**src/rtl/fwd_hazard_unit.sv**
```systemverilog
// Forwarding and hazard unit: EX operand forwarding from NUM_FWD later stages,
// plus a per-register latency scoreboard that stalls ID on RAW/WAW hazards.
module fwd_hazard_unit #(
  parameter int NUM_REGS = 32,
  parameter int REG_AW   = 5,
  parameter int NUM_SRC  = 2,
  parameter int NUM_FWD  = 2,
  parameter int LAT_W    = 4,
  parameter int SEL_W    = 2
) (
  input  logic                       clk,
  input  logic                       rst_n,
  input  logic                       flush,
  input  logic                       id_valid,
  input  logic [NUM_SRC*REG_AW-1:0]  id_rs,
  input  logic [NUM_SRC-1:0]         id_rs_used,
  input  logic                       id_reg_write,
  input  logic [REG_AW-1:0]          id_rd,
  input  logic [LAT_W-1:0]           id_lat,
  output logic                       id_stall,
  input  logic [NUM_SRC*REG_AW-1:0]  ex_rs,
  input  logic [NUM_FWD-1:0]         fwd_reg_write,
  input  logic [NUM_FWD*REG_AW-1:0]  fwd_rd,
  output logic [NUM_SRC*SEL_W-1:0]   ex_fwd_sel,
  output logic [31:0]                stall_cycles
);

  logic [LAT_W-1:0] r_cnt [NUM_REGS];
  logic [31:0]      r_stall_cycles;
  logic             w_raw;
  logic             w_waw;
  logic             w_stall;
  logic             w_issue;

  // Hazard detection against the scoreboard and issue qualification
  always_comb begin
    w_raw = 1'b0;
    for (int s = 0; s < NUM_SRC; s++) begin
      w_raw = w_raw | (id_rs_used[s] && (id_rs[s*REG_AW +: REG_AW] != '0) &&
                       (r_cnt[id_rs[s*REG_AW +: REG_AW]] != '0));
    end
    // A younger write with a shorter latency must not overtake a pending one
    w_waw   = id_reg_write && (id_rd != '0) && (r_cnt[id_rd] > id_lat);
    w_stall = id_valid && (w_raw || w_waw);
    w_issue = id_valid && !w_stall && id_reg_write && (id_rd != '0) && (id_lat != '0);
  end

  assign id_stall     = w_stall;
  assign stall_cycles = r_stall_cycles;

  // Forwarding select: scan oldest to youngest so the youngest match wins
  always_comb begin
    ex_fwd_sel = '0;
    for (int s = 0; s < NUM_SRC; s++) begin
      for (int i = NUM_FWD - 1; i >= 0; i--) begin
        ex_fwd_sel[s*SEL_W +: SEL_W] =
          (fwd_reg_write[i] && (fwd_rd[i*REG_AW +: REG_AW] != '0) &&
           (fwd_rd[i*REG_AW +: REG_AW] == ex_rs[s*REG_AW +: REG_AW]))
            ? SEL_W'(i + 1) : ex_fwd_sel[s*SEL_W +: SEL_W];
      end
    end
  end

  // Latency scoreboard: load on issue, otherwise count down to zero
  always_ff @(posedge clk or negedge rst_n) begin
    if (!rst_n) begin
      for (int r = 0; r < NUM_REGS; r++) begin
        r_cnt[r] <= '0;
      end
    end else if (flush) begin
      for (int r = 0; r < NUM_REGS; r++) begin
        r_cnt[r] <= '0;
      end
    end else begin
      for (int r = 0; r < NUM_REGS; r++) begin
        if (r == 0) begin
          r_cnt[r] <= '0;
        end else if (w_issue && (id_rd == REG_AW'(r))) begin
          r_cnt[r] <= id_lat;
        end else if (r_cnt[r] != '0) begin
          r_cnt[r] <= r_cnt[r] - LAT_W'(1);
        end else begin
          r_cnt[r] <= r_cnt[r];
        end
      end
    end
  end

  // Saturating stall-cycle counter; survives flush
  always_ff @(posedge clk or negedge rst_n) begin
    if (!rst_n) begin
      r_stall_cycles <= 32'd0;
    end else if (w_stall && (r_stall_cycles != 32'hFFFF_FFFF)) begin
      r_stall_cycles <= r_stall_cycles + 32'd1;
    end else begin
      r_stall_cycles <= r_stall_cycles;
    end
  end

endmodule

```
**config.mk**
```make
export PLATFORM = sky130hd
export DESIGN_NAME = fwd_hazard_unit
export DESIGN_NICKNAME = d
export VERILOG_FILES = /design/src/rtl/fwd_hazard_unit.sv
export SDC_FILE = /design/constraint.sdc
export NUM_CORES = 1
export LEC_CHECK = 0
export ABC_AREA = 1
export CORE_ASPECT_RATIO = 1.1
export CORE_MARGIN = 4
export CORE_UTILIZATION = 30
export CTS_CLUSTER_SIZE = 10
export DETAILED_ROUTE_END_ITERATION = 7
export PLACE_DENSITY_LB_ADDON = 0.2
export SLEW_MARGIN = 40
export SYNTH_ARGS = -nofsm -noshare
export SYNTH_HDL_FRONTEND = slang
export SYNTH_SLANG_ARGS = --single-unit
```
**constraint.sdc**
```tcl
create_clock -name clk -period 5.4 [get_ports clk]
set_clock_uncertainty 0.2 [all_clocks]
set_input_delay 0.81 -clock clk [delete_from_list [all_inputs] [get_ports clk]]
set_output_delay 0.81 -clock clk [all_outputs]
set_load 0.01 [all_outputs]
```
==> After elaboration in Yosys (flattened, before gate mapping) <==
Cells that the tools add are included.
{ "word_totals": {"ff_bits": 156, "latchBits": 0, "mem_bits_ro": 0, "mem_count": 0, "ram_bits": 0} }
{ "classes": {"shift": 0, "order_cmp": 4, "n_bitwise": 4, "n_eq_ne": 36, "n_addsub": 32, "n_reduce_logical": 121, "div_mod_pow": 0, "mux": 76, "n_mul": 0} }
{ "op_table": {"columns": ["cell", "count"], "rows": [
  ["4-bit 2-to-1 mux", 68],
  ["4-bit nonzero test", 34],
  ["124-bit 2-to-1 mux", 1],
  ["4-bit by 1-bit subtractor with 4-bit output, second input constant", 31],
  ["3-bit nonzero test", 31],
  ["5-bit equality test, second input constant", 16],
  ["4-bit binary-select mux with 5-bit select", 3],
  ["1-bit logical AND", 49],
  ["5-bit by 4-bit equality test with 1-bit output, second input constant", 8],
  ["32-bit by 1-bit adder with 32-bit output, second input constant", 1],
  ["32-bit != test, second input constant", 1],
  ["5-bit nonzero test", 5],
  ["5-bit by 3-bit equality test with 1-bit output, second input constant", 4],
  ["5-bit equality test", 4],
  ["6-bit >= comparator, second input constant", 3],
  ["5-bit inverter with 6-bit output", 3],
  ["5-bit by 2-bit equality test with 1-bit output, second input constant", 2],
  ["2-bit 2-to-1 mux", 4],
  ["5-bit by 1-bit equality test with 1-bit output, second input constant", 1],
  ["4-bit > comparator", 1],
  ["1-bit zero test", 1],
  ["1-bit logical OR", 1],
  ["1-bit OR", 1]
]} }

==> Depth between registers and ports, before layout <==
Gate-level depths: netlist (run 1).
{ "logic_depth": {"ltp_word": 17, "depth_mapped": 23} }

==> Least setup slack after synthesis (run 1) <==
OpenSTA, ideal clock, no wires.
{ "synth_timing": {"path_type": "in2out", "startpoint": "input id_rd[0]", "endpoint": "output id_stall", "required_time_ns": 4.390, "arrival_ns": 3.063, "n_path_buf": 2, "stages": 16, "setup_slack_ns": 1.327, "cell_sequence": "inv_1 > nor2_1 > inv_1 > clkbuf_1 > clkbuf_1 > o22ai_1 > o21ai_0 > nand4_1 > o22a_1 > ha_1 > a21oi_1 > o21ai_0 > nand4_1 > nand2_1 > nor2_2 > nor2_2"} }
{ "synth_via": {"elab_chain_cells": 8, "word_cells_on_any_way": 10, "classes_between": "1 x order compare; 3 x mux; 1 x bitwise; 5 x reduce/logical"} }
{ "synth_lines": {"columns": ["item", "line", "text"], "rows": [
  ["start, declared", "18", "input logic [REG_AW-1:0] id_rd,"],
  ["5-bit inverter with 6-bit output (not written as such)", "43", "w_waw = id_reg_write && (id_rd != '0) && (r_cnt[id_rd] > id_lat);"],
  ["4-bit binary-select mux with 5-bit select", "43", null],
  ["4-bit 2-to-1 mux (not written as such) (2 in series)", "43", null],
  ["4-bit > comparator", "43", null],
  ["1-bit logical AND *", "43", null],
  ["1-bit logical OR *", "44", "w_stall = id_valid && (w_raw || w_waw);"],
  ["1-bit logical AND *", "44", null],
  ["end, declared", "20", "output logic id_stall,"]
]} }
Every way passes the cells marked *; elsewhere a longest branch is shown, timed or not. The select of a mux whose other input is x is not followed.

==> Worst setup path after layout (run 1) <==
Same ends and word-level chain as after synthesis.

==> results.toml, run 1 <==
[critical_path]
cp_max_fo = 13
crit_type = "in -> out"
cp.arrival_ns = 3.90
critPathCaptureType = "output port"
critPathLaunchType = "input pin"
r2r_slack_ns = 1.66
critical_path_required_ns = 4.39

[drt]
viasPerCell = 5.20
vias = 13670
firstDrtPassIters = 5
routed_wl_um = 49500
drc_errors = 0
initialDrtViolationCount = 1092
avgRoutedWirePerCell_um = 18.8
drtAntennaViolNets = 0

[power_and_ir_drop]
ir_drop_mv = 0.251
p_per_area_nw_per_um2 = 442
leakage_nw = 7.39

[cells_and_area]
antennaDiodeCount = 0
final_nets = 2124
fill_cells = 4672
synthToLayoutAreaGrowth_pct = 16.1
drive_gt1_share_pct = 8.77

[synthesis]
ys_warn_count = 0
synth_top_area_cell = "dfrtp_1"
synth_area_um2 = 13400
avgSynthCellArea_um2 = 6.81
synthTopCellsByArea = "dfrtp_1 29%, nand2_1 17%, nand4_1 6.0%, inv_1 5.8%, nor2_1 5.1%"
syn_inst = 1968
ys_ff_latch = 156
synthTopCellsByCount = "607 x nand2_1, 207 x inv_1, 182 x nor2_1"
synthesis.nets = 2052
ys_seq_area_share_pct = 29.1
yosysMostFrequentCell = "nand2_1"
synth_edf_count = 0
synthFlopType = "dfrtp_1"
synth-async-reset-ratio_pct = 100
synth_top_area_share_pct = 29.1
ys_types = 52

[clock_network]
cts_hold_buf = 0
cts_buffers = 17
cts_max_level = 4
cts-root-buf = "clkbuf_16"
postCtsSetupRepairBufs = 0
cts_buffer_depth = 2
clk_pin_slew_ns = 0.07
cts_sinks = 156
cts_tree = "done"
clkLatencyLatePin_ns = 0.49
cts_resized = 0

[timing]
finalMaxSlewViolations = 0
whs_ns = 0.101
period_share_pct = 90.9
rsz0062_at_grt = "false"
setup_viol = 0
tightest_slew_ns = 0.822
finalHoldViolCount = 0
fin_crit_ns = 4.91
relSlewSlack_pct = 45.1
tns_ns = 0
fmax_mhz = 204

[floorplan]
design.core.area_um2 = 43700
rows = 80
die_h_um = 230
die_w_um = 210
ioPinCount = 85
die_area_um2 = 48100
initial_core_util_pct = 30.6

[worst_hold_path]
min_path_type = "in -> async"

[grt]
grt_remaining_overflow = 0
grt_use_total_pct = 20.5
antenna_found_initial = 1
grt_pass1_wl_um = 77300
grt_pass1_vias = 13510
grt_max_degree = 83

[status]
status = "finished, final reports clean"

[placed_design]
numPortBuffers = 84
dp_hpwl_um = 35900
gp_congestion = 0.962

[flow_run]
max_cap_violations = 0
cells by family after synthesis:
logic type / after synthesis / synth area share (%)
XOR/XNOR: 91 / 5.95
flip-flops: 156 / 29.1
buffers and inverters: 306 / 9.56
adder cells (fa/ha/maj): 36 / 3.36
AND/OR/NAND/NOR: 1153 / 41.5
AO/OA/AOI/OAI: 226 / 10.5
area by class of cell:
type	instances	area [um^2]	share of cell area, %
Clock buffer	19	443	2.85
Clock inverter	13	110	0.708
Inverter	231	867	5.58
Multi-Input combinational cell	1506	8240	53.0
Sequential cell	156	3900	25.1
Tap cell	574	718	4.62
Timing Repair Buffer	128	1270	8.17
cell usage in the layout, fill, tap and decap left out, types with 53 or more instances in the layout:
cell type          n
dfrtp_1          156
nand2_1          605
clkdlybuf4s50_1   80
xor2_1            53
o21ai_1           55
inv_1            206
nor2_1           182
nand4_1          128
nand3_1          100
o21ai_0           60
final timing paths:
| path | endpoint | startpoint | cells past startpoint |
|---|---|---|---|
| setup / recovery | id_stall | id_rd[0] | 19 |
| hold / removal | r_cnt[2] | rst_n | 1 |
| setup reg to reg | r_cnt[23] | r_cnt[92] | 19 |
| hold reg to reg | r_cnt[100] | r_cnt[100] | 2 |
| max in group asynchronous | r_cnt[121] | rst_n | 2 |
| min in group clk | r_cnt[100] | r_cnt[100] | 2 |
state kept, by name, summed over array words and instances, names as in the netlist:
name and count:
r_cnt 124, stall_cycles 32
stage by stage:
stage | setup WS [ns] | util [%] | area [um^2] | power [mW] | instances
2_1_floorplan | 1.33 | - | 13400 | 4.66 | 1968
3_3_place_gp | 0.141 | 34.2 | 15000 | 5.64 | 2595
6_report | 0.491 | 35.6 | 15600 | 6.87 | 2627
5_1_grt | 0.312 | 35.6 | 15600 | 7.52 | 2627
3_5_place_dp | 0.162 | 34.3 | 15000 | 5.67 | 2595
4_1_cts | 0.145 | 35.5 | 15500 | 6.91 | 2627
report_power, final:
group	total (mW)	internal, mW	switching, mW
sequential	1.95	1.55	0.407
clock	1.18	0.610	0.574
combinational	3.73	1.42	2.31
critical path, stage by stage:
cell and delay [ns]:
clkdlybuf4s50_1 0.54, inv_1 0.10, nand2_2 0.12, buf_4 0.26, o22ai_1 0.12, o21ai_0 0.35, o21ai_0 0.14, nor2_1 0.15
o21ai_0 0.14, o22ai_1 0.13, ha_1 0.17, inv_1 0.04, a21oi_1 0.11, o21ai_0 0.09, nand4_1 0.09, nand2_1 0.10
nor2_4 0.18, nor2_2 0.07, dlymetal6s2s_1 0.18
layer usage:
layer	track usage (%)	wire, um	up-vias
met5	0	14	-
met4	7.69	1570	2
met3	4.48	2850	92
met2	34.1	23600	407
met1	26.1	21500	6490
li1	-	-	6679
Power figures use the tool's default switching activity.
==> run 2: changes to the inputs <==
- GPL_ROUTABILITY_DRIVEN: unset -> 1
==> results of run 2 <==
The final DEF is identical to that of run 1; final timing and power are the same.
==> run 3: changes to the inputs <==
- CORE_UTILIZATION: 30 -> 65
==> results.toml, run 3 (same netlist as run 1, synthesis figures left out) <==
[status]
status = "complete, but fails checks"
violations = "DRC"

[cells_and_area]
fill_cells = 1572
antennaDiodeCount = 0
regMostFlops = "r_cnt"
final_core_util_pct = 75.5
drive_gt1_share_pct = 8.54
final_common_cell = "nand2_1"
largest_reg_flops = 124
fin_cells = 2301
final_cell_mix = "606 x nand2_1, 206 x inv_1, 182 x nor2_1"
synthToLayoutAreaGrowth_pct = 13.0
final_nets = 2120

[clock_network]
cts_sinks = 156
clkLatencyLatePin_ns = 0.45
cts-root-buf = "clkbuf_16"
clk_pin_slew_ns = 0.07
cts_buffers = 17
cts_max_level = 4
cts_buffer_depth = 2
cts_tree = "done"
postCtsSetupRepairBufs = 0

[critical_path]
crit_type = "in -> out"
critical_path_required_ns = 4.39
slowest_delay_ns = 0.53
critPathLaunchType = "input pin"
critPathCaptureType = "output port"
critPathBufInv = 3
path_delay_family = "simple AND/OR/NAND/NOR gates"
cp_slowest_cell = "clkdlybuf4s50_1"
cp.arrival_ns = 3.82
cp_max_fo = 10
path_cells = "clkdlybuf4s50_1 -> nand2_1 -> clkinvlp_4 -> nand2_1 -> o21ai_0 -> o21ai_0 -> nand4_1 -> nor2_1 -> a41oi_1 -> ha_1 -> a21oi_1 -> o21ai_0 -> nand4_1 -> nand2_1 -> nor2_4 -> nor2_4 -> dlymetal6s2s_1"

[drt]
routed_wl_um = 46300
vias = 14537
firstDrtPassIters = 8
avgRoutedWirePerCell_um = 20.1
drc_errors = 2
initialDrtViolationCount = 1885
viasPerCell = 6.32
drtAntennaViolNets = 0

[grt]
antenna_found_initial = 0
grt_max_degree = 78
grt_remaining_overflow = 0
grt_pass1_vias = 13870
grt_pass1_wl_um = 73400
grt_use_total_pct = 40.8

[power_and_ir_drop]
leakage_nw = 7.38
p_per_area_nw_per_um2 = 469
ir_drop_mv = 0.283

[timing]
finalMaxSlewViolations = 0
tightest_slew_ns = 0.893
finalHoldViolCount = 0
setup_viol = 0
whs_ns = 0.194
rsz0062_at_grt = "false"
period_share_pct = 89.5
tns_ns = 0
fin_crit_ns = 4.83
relSlewSlack_pct = 40.4
fmax_mhz = 207

[floorplan]
design.core.area_um2 = 20100
die_w_um = 145
initial_core_util_pct = 66.8
die_h_um = 159
ioPinCount = 85
die_area_um2 = 23000
rows = 54

[flow_run]
max_cap_violations = 0

[placed_design]
numPortBuffers = 84
dp.cells = 2269
gp_congestion = 1.05
dp_hpwl_um = 32600

[worst_hold_path]
min_path_type = "in -> async"
==> run 3: cell type report <==
| cell class | instances | area, um^2 | share of cell area [%] |
|---|---|---|---|
| multi-input cells | 1506 | 8240 | 54.4 |
| flip-flops and latches | 156 | 3900 | 25.8 |
| repair buffers | 124 | 1190 | 7.85 |
| inverters | 231 | 871 | 5.75 |
| clock buffers | 17 | 425 | 2.81 |
| well taps | 252 | 315 | 2.08 |
| clock inverters | 15 | 196 | 1.30 |
==> run 3: stage by stage <==
stage | setup WS (ns) | total power, mW | cell area, um^2
finish | 0.569 | 7.11 | 15100
global route | 0.320 | 7.63 | 15100
global placement | 0.265 | 5.50 | 14500
detailed placement | 0.136 | 5.63 | 14500
floorplan | 1.33 | 4.66 | 13400
CTS | 0.129 | 6.98 | 15100
==> run 3: worst paths after layout <==
check                      slack (ns)          to  startpoint  cells past startpoint
max reg2reg                      1.56   r_cnt[13]    r_cnt[5]                     16
min                              0.19    r_cnt[4]       rst_n                      1
max                              0.57    id_stall    id_rd[1]                     17
min in group clk                 0.31  r_cnt[101]  r_cnt[101]                      2
max in group asynchronous        3.79  r_cnt[118]       rst_n                      2
min reg2reg                      0.31  r_cnt[101]  r_cnt[101]                      2
==> run 3: worst register-to-register path, delay by kind of cell, from the launching register on <==
kind            cells  cell delay (ns)
simple gates        8             1.19
buf+inv             2             0.85
fa+ha+maj           1             0.30
compound gates      5             0.80
flops               1             0.44
==> run 3: repair_timing <==
item / in CTS / in global routing
resized for setup: 0 / 6
hold buffers: 0 / 0
setup endpoints to repair: 0 / 1
==> run 3: where the power goes <==
group          switching (mW)  internal [mW]
Combinational            2.43           1.41
Sequential              0.423           1.55
Clock                   0.595          0.707
Total                    3.44           3.66
==> run 3: metal layers <==
| metal | vias to the layer above | track usage (%) | share of wire [%] |
|---|---|---|---|
| li1 | 6686 | - | - |
| met1 | 6629 | 51.5 | 37 |
| met2 | 967 | 65.1 | 45 |
| met3 | 255 | 9.31 | 11 |
| met4 | 0 | 21.5 | 6.1 |
| met5 | - | 0 | 0 |
